$ cat src/rtl/foo_res_drain_if.sv
// Valid/ready result stream leaving the drain FIFO.
// master drives head data/valid, slave drives ready.
interface foo_res_drain_if #(
  parameter int width = 32
);
  logic [width-1:0] out_data;
  logic             out_valid;
  logic             out_ready;

  modport master (output out_data, output out_valid, input  out_ready);
  modport slave  (input  out_data, input  out_valid, output out_ready);
endinterface

$ cat src/rtl/foo_res_drain.sv
// Drain stage for the foo pipeline: FWFT FIFO turning the valid-only result stream into
// valid/ready, plus an in-flight tracker that grants upstream issue credit.
module foo_res_drain #(
  parameter int width = 32,
  parameter int depth = 8,
  parameter int lat   = 4
) (
  input  logic                       clk,
  input  logic                       rst,
  input  logic [width-1:0]           res_in,
  input  logic                       res_vld_in,
  input  logic                       arg_issue,
  output logic                       arg_ok,
  foo_res_drain_if.master            dout,
  output logic [$clog2(depth+1)-1:0] count,
  output logic                       overflow
);
  localparam int pw = (depth > 1) ? $clog2(depth) : 1;
  localparam int cw = $clog2(depth+1);
  localparam int iw = $clog2(depth+lat+1);

  logic [width-1:0] mem [depth];
  logic [pw-1:0]    wr_ptr, rd_ptr;
  logic [iw-1:0]    inflight;
  logic             empty, full, push, pop, drop;
  logic [iw:0]      credit_sum;

  // Occupancy alone decides full/empty; pointers are free-running mod depth.
  assign empty = (count == '0);
  assign full  = (count == cw'(depth));

  assign dout.out_valid = !empty;
  assign dout.out_data  = empty ? '0 : mem[rd_ptr];

  assign pop  = dout.out_valid & dout.out_ready;
  assign push = res_vld_in & (!full | pop);
  assign drop = res_vld_in & full & !pop;

  // Credit looks only at registered state so upstream can use it without a comb loop.
  assign credit_sum = {1'b0, inflight} + (iw+1)'(count);
  assign arg_ok     = (credit_sum < (iw+1)'(depth));

  always_ff @(posedge clk or negedge rst) begin
    if (!rst) begin
      wr_ptr   <= '0;
      rd_ptr   <= '0;
      count    <= '0;
      inflight <= '0;
      overflow <= 1'b0;
    end else begin
      if (push) wr_ptr <= wr_ptr + 1'b1;
      if (pop)  rd_ptr <= rd_ptr + 1'b1;

      case ({push, pop})
        2'b10:   count <= count + 1'b1;
        2'b01:   count <= count - 1'b1;
        default: count <= count;
      endcase

      if (drop) overflow <= 1'b1;

      // A returning result moves its slot from in-flight into the FIFO, so the sum holds.
      case ({arg_issue, res_vld_in})
        2'b10:   if (inflight != '1) inflight <= inflight + 1'b1;
        2'b01:   if (inflight != '0) inflight <= inflight - 1'b1;
        default: inflight <= inflight;
      endcase
    end
  end

  // Storage needs no reset: the head is masked to zero while empty.
  always_ff @(posedge clk) begin
    if (push) mem[wr_ptr] <= res_in;
  end
endmodule

$ cat src/flat_wrapper.sv
// flat-port wrapper written by rule: the top's interface ports become plain ports
module foo_res_drain_flat 
#(
  parameter int width = 32,
  parameter int depth = 8,
  parameter int lat   = 4
)
  (clk, rst, res_in, res_vld_in, arg_issue, arg_ok, count, overflow, dout_out_data, dout_out_valid, dout_out_ready);
  foo_res_drain_if #(.width(width)) dout_i ();
  input  logic clk;
  input  logic rst;
  input  logic [width-1:0] res_in;
  input  logic res_vld_in;
  input  logic arg_issue;
  output logic arg_ok;
  output logic [$clog2(depth+1)-1:0] count;
  output logic overflow;
  output wire logic [$bits(dout_i.out_data)-1:0] dout_out_data;
  output wire logic [$bits(dout_i.out_valid)-1:0] dout_out_valid;
  input wire logic [$bits(dout_i.out_ready)-1:0] dout_out_ready;
  assign dout_out_data = dout_i.out_data;
  assign dout_out_valid = dout_i.out_valid;
  assign dout_i.out_ready = dout_out_ready;
  foo_res_drain #(.width(width), .depth(depth), .lat(lat)) u_core (.clk(clk), .rst(rst), .res_in(res_in), .res_vld_in(res_vld_in), .arg_issue(arg_issue), .arg_ok(arg_ok), .dout(dout_i), .count(count), .overflow(overflow));
endmodule
$ cat config.mk
export PLATFORM = sky130hd
export DESIGN_NAME = foo_res_drain_flat
export DESIGN_NICKNAME = d
export VERILOG_FILES = /design/src/rtl/foo_res_drain_if.sv /design/src/rtl/foo_res_drain.sv /design/src/flat_wrapper.sv
export SDC_FILE = /design/constraint.sdc
export NUM_CORES = 1
export LEC_CHECK = 0
export CAP_MARGIN = 20
export CORE_MARGIN = 2
export CORE_UTILIZATION = 37
export CTS_CLUSTER_DIAMETER = 120
export DETAILED_ROUTE_END_ITERATION = 16
export PLACE_DENSITY_LB_ADDON = 0.1
export REMOVE_ABC_BUFFERS = 1
export SETUP_SLACK_MARGIN = 0.05
export SYNTH_ARGS = -nofsm -noshare
export SYNTH_HDL_FRONTEND = slang
export SYNTH_SLANG_ARGS = --single-unit
export TNS_END_PERCENT = 20
$ cat constraint.sdc
create_clock -name clk -period 4.6 [get_ports clk]
set_input_delay 0.46 -clock clk [delete_from_list [all_inputs] [get_ports clk]]
set_output_delay 0.46 -clock clk [all_outputs]
set_load 0.02 [all_outputs]
==> out/metrics.cfg, run 1 <==
[clock_network]
clock_latency_ns = 0.53
cts.sinks = 271
cts_setup_buffers = 0
clkSlewWorstSetupHoldPaths_ns = 0.06
cts_tree = done
cts_buffers = 29
cts.repair.resized = 0
clk_path_buf_depth = 3
root_buffer = clkbuf_16
hold_buffers = 0
h-tree-depth = 1

[placement]
detailed_place_hpwl_um = 11600
place_congestion = 0.739
placed_area_mm2 = 0.0120
port_buffers = 75

[floorplanning]
row_count = 62
dieArea_mm2 = 0.0302
die_width_um = 174
start_util_pct = 37.4
die_h_um = 174
core_area_mm2 = 0.0285
ios = 76

[flow_run]
drv_cap = 0

[finish]
post-route-cell-area_mm2 = 0.0129
synthToLayoutAreaGrowth_pct = 20.4
num-nets-final = 643
regArea_mm2 = 0.00807
nFillCells = 2497
antenna_cells = 0
multi_input_area_mm2 = 0.00251
drive_above_1_share_pct = 21.9

[setup_path]
worst_setup_path_start_kind = flip-flop
path_cells = buf_12, mux4_2, mux2i_1, nor2_1, clkdlybuf4s50_1
cpPeakStageDelay_ns = 0.76
critical_path_class = reg -> out
worstPathRequired_ns = 4.14
slowest_stage = dfrtp_4
path_buf_inv = 2
timing.rr.end = u_core.count[2]$_DFFE_PN0P_
path_delay_family = buffers and inverters
reg2regPathDepth = 12
rr_startpoint = u_core.count[1]$_DFFE_PN0P_
endpoint_kind = primary output
worstPathMaxFanout = 44
crit_start = u_core.rd_ptr[0]$_DFFE_PN0P_
r2r_slack_ns = 1.57
cp.arrival_ns = 3.13

[sta]
worst_slew_pin_slew_ns = 1.04
hold_viol_final = 0
slew_headroom_pct = 30.6
fin_crit_sh_pct = 78.1
rsz0062_at_grt = no
tns_ns = 0
max_freq_mhz = 278
setup_violations = 0
timing.hold.ws_ns = 0.363
skew_ns = 0.0126
drv_slew = 0
fin_crit_ns = 3.59

[synth]
ys_seq_area_share_pct = 75.5
synth_seq_cells = 271
yosysWarnings = 0
synth_area_mm2 = 0.0107
syn_area_per_cell_um2 = 21.4
netlist_instances = 498
ys_types = 39

[power_and_ir_drop]
swShare_pct = 31.4
powerDensity_mw_per_mm2 = 656
power_frac_clock_pct = 25.4
power_frac_seq_pct = 41.3
combPwrFrac_pct = 33.2
ir_worst_vdd_mv = 0.344
total_leakage_power_nw = 4.26
p_switching_w = 0.00264
power.internal_w = 0.00579

[route]
wl_per_cell_um = 21.7
avgViaCountPerCell = 5.06
drt_iter0_drc = 404
firstDrtPassIters = 4
num_vias = 5067
drc_errors = 0
wirelength_um = 21700
antenna_left = 0

[global_route]
grt_pass1_wl_um = 33500
antenna_found_initial = 1
grt_pass1_vias = 5616
track_usage_pct = 14.7
grt-ovfl-total = 0
grt_max_degree = 67

[run_status]
outcome = completed

[min_path]
hp-class = in -> async

==> cells in the mapped netlist (all sizes together) <==
master / number / area (um2)
edfxtp: 256 / 7690
mux4: 64 / 1440
nor2: 41 / 170
mux2i: 34 / 340
buf: 16 / 109
dfrtp: 15 / 375
ha: 10 / 125
inv: 9 / 36.3
nand2b: 6 / 37.5
xnor2: 6 / 52.6
clkbuf: 5 / 18.8
nand2: 5 / 26.3
xor2: 5 / 43.8
mux2: 4 / 48.8
nand3: 3 / 15.0
nor3: 3 / 15.0
a2111oi: 2 / 17.5
a21oi: 2 / 10.0
a21o: 1 / 7.51
a31o: 1 / 8.76
fa: 1 / 20.0
nand3b: 1 / 7.51
nand4: 1 / 6.26
nor4: 1 / 6.26
nor4b: 1 / 8.76
o21ai: 1 / 8.76
o31ai: 1 / 7.51
o41ai: 1 / 8.76
or2: 1 / 6.26
or3: 1 / 11.3
==> through the flow <==
step / power [W] / util [%] / worst slack, ns / cells
global placement: 0.00638 / 41.9 / 1.47 / 948
global route: 0.00889 / 45.0 / 0.732 / 1001
floorplan: 0.00523 / - / 0.621 / 477
detailed placement: 0.00642 / 41.9 / 1.46 / 948
finish: 0.00843 / 45.0 / 1.01 / 1001
CTS: 0.00859 / 45.0 / 0.891 / 1001
==> final cells by class <==
class,instances,share of cell area (%)
Clock buffer,37,5.88
Clock inverter,16,0.973
Inverter,9,0.282
Multi-Input combinational cell,197,19.5
Sequential cell,271,62.8
Tap cell,384,3.74
Timing Repair Buffer,87,6.83
==> power by group through the flow <==
stage | combinational [W] | clock [W] | sequential (W)
after CTS | 0.00288 | 0.00220 | 0.00351
after floorplan | 0.00171 | 0 | 0.00352
after global routing | 0.00304 | 0.00230 | 0.00355
final | 0.00280 | 0.00215 | 0.00348
after detailed placement | 0.00287 | 0 | 0.00355
after global placement | 0.00285 | 0 | 0.00354
==> how the worst max path moves through the flow <==
stage | cells past startpoint | end | slack [ns]
floorplan | 3 | dout_out_data[0] | 0.62
global route | 5 | dout_out_data[28] | 0.73
detailed placement | 5 | dout_out_data[28] | 1.46
finish | 5 | dout_out_data[28] | 1.01
global placement | 5 | dout_out_data[28] | 1.47
CTS | 5 | dout_out_data[28] | 0.89
==> cell families (layout without fill, tap and decap cells) <==
| kind of cell | after synthesis | after routing | synth area share, % |
|---|---|---|---|
| compound gates | 9 | 9 | 0.645 |
| fa+ha+maj | 11 | 11 | 1.36 |
| flops | 271 | 271 | 75.5 |
| buf+inv | 30 | 149 | 1.53 |
| simple gates | 64 | 64 | 2.91 |
| xor+xnor | 11 | 11 | 0.902 |
| mux | 102 | 102 | 17.1 |
==> cell usage in the layout, fill, tap and decap left out, drive strengths merged, types with 2 or more instances in the layout <==
cell type and count:
mux4 64, bufinv 2, xnor2 6, a2111oi 2, inv 9, mux2i 34
buf 12, ha 10, nand2b 6, nor2 41, nand2 5, clkdlybuf4s50 75
mux2 4, clkbuf 37, dfrtp 15, nor3 3, a21oi 2, nand3 3
edfxtp 256, clkinv 14, xor2 5
==> registers in the layout, indices dropped and copies added, names as in the netlist <==
| signal | flops |
|---|---|
| u_core.count | 4 |
| u_core.mem | 256 |
| u_core.inflight | 4 |
| u_core.wr_ptr | 3 |
| u_core.rd_ptr | 3 |
| u_core.overflow | 1 |
==> layer usage <==
metal | vias to the layer above | global-route usage [%] | routed length (um) | share of wire, %
met5 | - | 0 | 11 | 0.051
met4 | 2 | 3.85 | 454 | 2.1
met3 | 37 | 2.70 | 875 | 4.0
met2 | 102 | 24.7 | 10800 | 50
met1 | 2695 | 19.8 | 9600 | 44
li1 | 2231 | - | - | -
Note: power is estimated with default switching activity, not from simulation.
==> run 2: changes to the inputs <==
clock period = 3.1 ns   (was 4.6 ns; I/O delays follow)
==> run 2 against run 1 <==
  * Non-clock buffer count rose by 23
  * Register-to-register slack lost 1.0 ns
  * Routed wire length grew 4.5%
  * Sequential power is 40% higher
  * Sequential cell count unchanged
  * Core utilization is 1.1 points higher
  * Die area is the same
  * Via count up 1.8%
  * Critical path type unchanged
  * Highest routed layer unchanged
==> out/metrics.cfg, run 2 (same netlist as run 1, synthesis figures left out) <==
[flow_run]
drv_cap = 0  ; unchanged

[finish]
final_common_cell = edfxtp_1  ; unchanged
layoutNonFillerInstCount = 1024  ; was 1,001
antenna_cells = 0  ; unchanged
num-nets-final = 667  ; was 643
largest_reg_flops = 256  ; unchanged
drive_above_1_share_pct = 24.8  ; was 21.9%
final_cell_mix = edfxtp_1 (256), clkdlybuf4s50_1 (75), mux4_2 (64), mux2i_1 (34), nor2_1 (34)  ; unchanged
synthToLayoutAreaGrowth_pct = 23.3  ; was 20.4%
regMostFlops = u_core.mem  ; unchanged
reg_top3 = u_core.mem (256), u_core.count (4), u_core.inflight (4)  ; unchanged

[sta]
hold_viol_final = 0  ; unchanged
slew_headroom_pct = 47.9  ; was 30.6%
max_freq_mhz = 339
layout_setup_ws_ns = 0.154  ; was 1.01 ns
fin_crit_ns = 2.95
setup_violations = 0  ; unchanged
worst_slew_pin_slew_ns = 0.779  ; was 1.04 ns
skew_ns = 0.00892  ; was 0.0126 ns
fin_crit_sh_pct = 95.0
drv_slew = 0  ; unchanged
tns_ns = 0  ; unchanged
rsz0062_at_grt = yes  ; was no

[power_and_ir_drop]
powerDensity_mw_per_mm2 = 998  ; was 656 mW/mm2
power.internal_w = 0.00907  ; was 0.00579 W
power_frac_clock_pct = 26.4  ; was 25.4%
swShare_pct = 31.0  ; was 31.4%
combPwrFrac_pct = 36.4  ; was 33.2%
total_leakage_power_nw = 4.43  ; was 4.26 nW
power_frac_seq_pct = 37.2  ; was 41.3%
ir_worst_vdd_mv = 0.483  ; was 0.344 mV
p_switching_w = 0.00407  ; was 0.00264 W
design_power_total_w = 0.0131  ; was 0.00843 W

[setup_path]
path_buf_inv = 1  ; was 2
worstPathRequired_ns = 2.79  ; was 4.14 ns
cpPeakStageDelay_ns = 0.68  ; was 0.76 ns
critical_path_class = reg -> out  ; unchanged
worstPathMaxFanout = 8  ; was 44
path_delay_family = buffers and inverters  ; unchanged
worst_setup_path_start_kind = flip-flop  ; unchanged
endpoint_kind = primary output  ; unchanged
path_cells = ha_1, a31o_2, a2111oi_0, clkdlybuf4s50_1  ; was buf_12, mux4_2, mux2i_1, nor2_1, clkdlybuf4s50_1
slowest_stage = clkdlybuf4s50_1  ; was dfrtp_4
cp.arrival_ns = 2.64  ; was 3.13 ns

[clock_network]
cts_tree = done  ; unchanged
clock_latency_ns = 0.54  ; was 0.53 ns
clk_path_buf_depth = 3  ; unchanged
cts.sinks = 271  ; unchanged
hold_buffers = 0  ; unchanged
clkSlewWorstSetupHoldPaths_ns = 0.06  ; about the same
root_buffer = clkbuf_16  ; unchanged
cts_buffers = 30  ; was 29
h-tree-depth = 1  ; unchanged

[placement]
place_congestion = 0.688  ; was 0.739
port_buffers = 75  ; unchanged
dp.cells = 965  ; was 948
post-place-ws_ns = 0.457  ; was 1.46 ns
detailed_place_hpwl_um = 13000  ; was 11,600 um

[global_route]
grt_pass1_vias = 5574  ; was 5,616
grt_pass1_wl_um = 34700  ; was 33,500 um
grt-ovfl-total = 0  ; unchanged
grt_max_degree = 29  ; was 67
track_usage_pct = 15.3  ; was 14.7%
antenna_found_initial = 1  ; unchanged

[route]
drt_iter0_drc = 326  ; was 404
drc_errors = 0  ; unchanged
wl_per_cell_um = 22.2  ; was 21.7 um
wirelength_um = 22700  ; was 21,700 um
avgViaCountPerCell = 5.04  ; was 5.06
num_vias = 5160  ; was 5,067
firstDrtPassIters = 5  ; was 4
antenna_left = 0  ; unchanged

[floorplanning]
row_count = 62  ; unchanged
core_area_mm2 = 0.0285  ; unchanged
die_h_um = 174  ; unchanged
die_width_um = 174  ; unchanged
dieArea_mm2 = 0.0302  ; unchanged
ios = 76  ; unchanged
start_util_pct = 37.4  ; unchanged

[min_path]
hp-class = in -> async  ; unchanged

[run_status]
outcome = completed  ; unchanged

## run 2: final cells by class
cell class,count,area (um2)
fill,2469,15400
timing repair buffer,110,1100
sequential,271,8070
clock buffer,36,795
multi-input combinational,197,2510
tap,384,480
clock inverter,17,176
inverter,9,36.3
## run 2: final timing paths
kind | cells after the start | from | slack, ns | to
hold reg to reg | 2 | u_core.overflow$_DFFE_PN0P_ | 0.52 | u_core.overflow$_DFFE_PN0P_
setup / recovery | 4 | u_core.count[1]$_DFFE_PN0P_ | 0.15 | arg_ok
hold / removal | 1 | rst | 0.23 | u_core.count[1]$_DFFE_PN0P_
setup reg to reg | 12 | u_core.count[1]$_DFFE_PN0P_ | 0.53 | u_core.count[2]$_DFFE_PN0P_
min in group clk | 3 | dout_out_ready | 0.47 | u_core.rd_ptr[0]$_DFFE_PN0P_
max in group asynchronous | 1 | rst | 2.30 | u_core.rd_ptr[1]$_DFFE_PN0P_
## run 2: timing repair
action                     CTS  global route
setup endpoints to repair   29             2
buffers inserted             5             1
resized for setup            1             0
## run 2: layer usage
layer	track usage, %	up-vias	wire, um
met5	0	-	11
met4	3.47	2	468
met3	2.63	33	970
met2	26.0	119	11300
met1	20.8	2732	9930
li1	-	2274	-
## run 2: stage by stage
| step | utilization, % | cell area, um2 | hold slack, ns |
|---|---|---|---|
| after floorplan | - | 10600 | 0.0144 |
| after global placement | 42.5 | 12100 | 0.494 |
| after detailed placement | 42.5 | 12100 | 0.510 |
| after CTS | 46.1 | 13200 | 0.225 |
| after global routing | 46.1 | 13200 | 0.265 |
| final | 46.1 | 13200 | 0.227 |
## run 2: power groups by stage
stage | Sequential [W] | Clock (W) | Combinational (W)
detailed placement | 0.00506 | 0 | 0.00465
CTS | 0.00491 | 0.00356 | 0.00485
global route | 0.00494 | 0.00371 | 0.00517
floorplan | 0.00522 | 0 | 0.00253
global placement | 0.00504 | 0 | 0.00463
finish | 0.00488 | 0.00347 | 0.00479
## run 2: worst reg2reg max path, stage by stage (launching register included)
cell and delay [ns]:
dfrtp_1 0.47, or3_4 0.47, nor2_8 0.14, inv_4 0.06, nand2_4 0.08, inv_2 0.06
ha_1 0.27, xor2_1 0.17, ha_1 0.19, a21oi_1 0.16, xor2_1 0.17, nor2_1 0.06
xor2_1 0.14
